File: src/rtl/cc_down_timer.sv
// cc_down_timer
//   Loadable down counter that stops at zero.
//   Ports:
//     clk, reset (async, active-high)
//     load     : load load_val this cycle (wins over dec)
//     load_val : value to load
//     dec      : decrement by one, holds at zero
//     zero     : count is zero
module cc_down_timer #(
    parameter int W = 8
) (
    input  logic         clk,
    input  logic         reset,
    input  logic         load,
    input  logic [W-1:0] load_val,
    input  logic         dec,
    output logic         zero
);

    logic [W-1:0] count_q;

    always_ff @(posedge clk or posedge reset) begin
        if (reset) begin
            count_q <= '0;
        end else if (load) begin
            count_q <= load_val;
        end else if (dec && (count_q != '0)) begin
            count_q <= count_q - 1'b1;
        end
    end

    assign zero = (count_q == '0);

endmodule

File: config.mk
export PLATFORM = sky130hd
export DESIGN_NAME = cc_down_timer
export DESIGN_NICKNAME = d
export VERILOG_FILES = /design/src/rtl/cc_down_timer.sv
export SDC_FILE = /design/constraint.sdc
export NUM_CORES = 1
export LEC_CHECK = 0
export BUFFER_PORTS_ARGS = -buffer_cell sky130_fd_sc_hd__buf_2
export CORE_UTILIZATION = 30
export CTS_CLUSTER_DIAMETER = 200
export DETAILED_ROUTE_END_ITERATION = 12
export MAX_ROUTING_LAYER = met4
export PLACE_DENSITY_LB_ADDON = 0.12
export SETUP_SLACK_MARGIN = 0.4
export SLEW_MARGIN = 15
export SYNTH_ARGS = -nofsm -noshare
export SYNTH_HDL_FRONTEND = slang
export SYNTH_SLANG_ARGS = --single-unit
File: constraint.sdc
create_clock -name clk -period 5.4 [get_ports clk]
set_input_delay 0.81 -clock clk [delete_from_list [all_inputs] [get_ports clk]]
set_output_delay 0.81 -clock clk [all_outputs]
set_load 0.005 [all_outputs]
==> metrics.md <==
| Metric | Value |
|---|---|
| CTS buffer count | `3` |
| Clock Path Buffers | `2` |
| R2r setup slk | `3.54 ns` |
| Fmax | `398 MHz` |
| Yosys warning total | `0` |
| Post-route ant nets | `0` |
| Nets | `83` |
| Gr usage total | `0.143` |
| Vias in the first global route | `413` |
| Dpl ws | `between 3 and 4 ns` |
| Critical Path Start Type | `register` |
| Logic pwr share | `0.225` |
| Netlist cell types | `28` |
| Number of I/O pins | `13` |
| Clock root cell | `clkbuf_4` |
| Met3 Wirelength | `a little over 30 um` |
| Worst slew margin | `0.590` |
| Initial Util | `0.325` |
| Fill count | `roughly 160` |
| Area added between synthesis and finish | `19.9%` |
| CTS clk-pin slew, worst paths | `~0.06 ns` |
| CP Data Arrival Time | `approximately 1.7 ns` |
| Post-synth design cell area | `495 um2` |
| Max VDD drop | `0.103 mV` |
| Net Sw Power | `approximately 48 uW` |
| Share of cells above drive strength 1 | `0.284` |
| Tmin final | `2.51 ns` |
| Row count | `14` |
| Sequential share of power | `0.472` |
| Pint | `around 110 uW` |
| Routed vias/inst | `4.95` |
| Clk sinks | `8` |
| RSZ-0062 raised after global routing | `false` |
| DIE WIDTH | `42.6 um` |
| First-pass DRT Iterations | `2` |
| Largest regs | `count_q x8` |
| Hold buffers post-CTS | `0` |
| Full die area | `1820 um2` |
| Initial antenna violation count | `0` |
| Placed wire-length estimate | `771 um` |
| Final WL | `between 900 and 1000 um` |
| Starting DRT DRC Count | `3` |
| Max reg flops | `8` |
| Least-Margin Pin Slew | `0.607 ns` |
| Fin area | `just under 600 um2` |
| Number of synthesized flops with an enable pin | `0` |
| Sw Ratio | `0.302` |
| Area of the core | `1520 um2` |
| Syn Nets | `67` |
| DRT met1 WL | `501 um` |
| Worst Clk Skew | `0.00271 ns` |
| Setup bufs post-CTS | `0` |
| H-tree depth | `1` |
| Setup TNS Final | `0 ns` |
| Clock network fraction of design power | `0.303` |
| Antenna diodes | `0` |
| WHS | `0.501 ns` |
| Worst setup EP type | `output port` |
| Post-CTS sizing | `0` |
| Gate Count Post-Synth | `53` |
| HP Class | `input pin to asynchronous set/reset pin` |
| WL per Instance | `12.0 um` |
| PD cells | `roughly 270 nW/um2` |
| Critical path fanouts, max | `4` |
| DR WL met2 | `456 um` |
| First-pass GRT wire length | `approximately 1800 um` |
| Fraction of registers with async set/reset | `1.00` |
| Sequential area share after synthesis | `0.404` |
| Synth Flop Type | `dfrtp_1` |
| Vias | `411` |
| Largest net degree at the start of global routing | `18` |
| Slew Limit Fails | `0` |
| FF+latch count, synth | `8` |
| DR DRC count | `0` |
| Status | `complete, no violations` |
| Clock Latency Late Sink | `0.25 ns` |
| # port buffers | `12` |
| Max-cap violations | `0` |
| Commonest non-fill, non-tap cell in the layout | `buf_2` |
| Final Hold Viols | `0` |
| Most frequent cells in the layout | `12 x buf_2, 8 x nand2_1, 8 x dfrtp_1` |
| Syn avg cell area | `around 9.3 um2` |
| Worst Slack Setup Final | `a little under 3 ns` |
| Top reg by flops | `count_q` |
| P_leak | `0.000258 uW` |
| Final setup fails | `0` |
| Period utilization | `0.465` |
| Die H | `42.6 um` |
| Worst Setup Path Type | `register to output port` |
| CP Data Required Time | `4.59 ns` |
| FF-to-FF path depth | `6` |
| Congestion Overflow GR | `0` |
| Top layer in use | `met4` |
| TritonCTS clock tree | `built` |
| GPL Wtd Cong | `0.723` |
| DP Area | `approximately 570 um2` |
-- area by class of cell --
class	instances	area (um2)	share of cell area
Timing Repair Buffer	12	60.1	0.101
Clock buffer	3	22.5	0.0379
Multi-Input combinational cell	41	280	0.472
Inverter	3	11.3	0.0189
Tap cell	16	20.0	0.0337
Sequential cell	8	200	0.337
-- through the flow --
step                 util  power (uW)  instances
finish              0.390         158         83
global route        0.390         169         83
CTS                 0.390         161         83
detailed placement  0.375         112         80
global placement    0.375         112         80
floorplan               -         100         53
-- power groups by stage --
| stage | logic, uW | registers (uW) | clock network (uW) |
|---|---|---|---|
| floorplan | 26.5 | 73.8 | 0 |
| global placement | 36.0 | 75.5 | 0 |
| detailed placement | 36.0 | 75.7 | 0 |
| CTS | 36.4 | 74.5 | 50.0 |
| global route | 41.1 | 75.8 | 52.4 |
| finish | 35.5 | 74.3 | 47.7 |
-- worst max-delay path: stages, from the launching register on --
cell	delay [ns]
dfrtp_1	0.38
inv_1	0.11
ha_1	0.18
or4b_4	0.50
nor2_1	0.15
buf_2	0.13
-- worst paths after layout --
path                            start         end
min in group clk           count_q[3]  count_q[3]
setup reg to reg           count_q[0]  count_q[1]
hold reg to reg            count_q[3]  count_q[3]
hold / removal                  reset  count_q[2]
max in group asynchronous       reset  count_q[7]
setup / recovery           count_q[0]        zero
-- logic make-up after synthesis --
| logic type | after synthesis | share of synthesized area |
|---|---|---|
| buf+inv | 4 | 0.0303 |
| fa+ha+maj | 2 | 0.0505 |
| mux | 1 | 0.0227 |
| simple gates | 20 | 0.242 |
| flops | 8 | 0.404 |
| xor+xnor | 4 | 0.0707 |
| compound gates | 14 | 0.179 |
-- Yosys cell counts (all sizes together) (2+ instances only) --
| cell type | instances | share of area |
|---|---|---|
| xnor2 | 2 | 0.035 |
| o21ai | 8 | 0.088 |
| ha | 2 | 0.050 |
| dfrtp | 8 | 0.40 |
| inv | 3 | 0.023 |
| nand2 | 8 | 0.061 |
| xor2 | 2 | 0.035 |
| nor2 | 2 | 0.015 |
-- layer usage --
layer  track usage  vias to the layer above
met5             -                        -
met4        0.0938                        0
met1         0.183                      183
li1              -                      219
met3        0.0388                        2
met2         0.194                        7
Power figures use the tool's default switching activity.
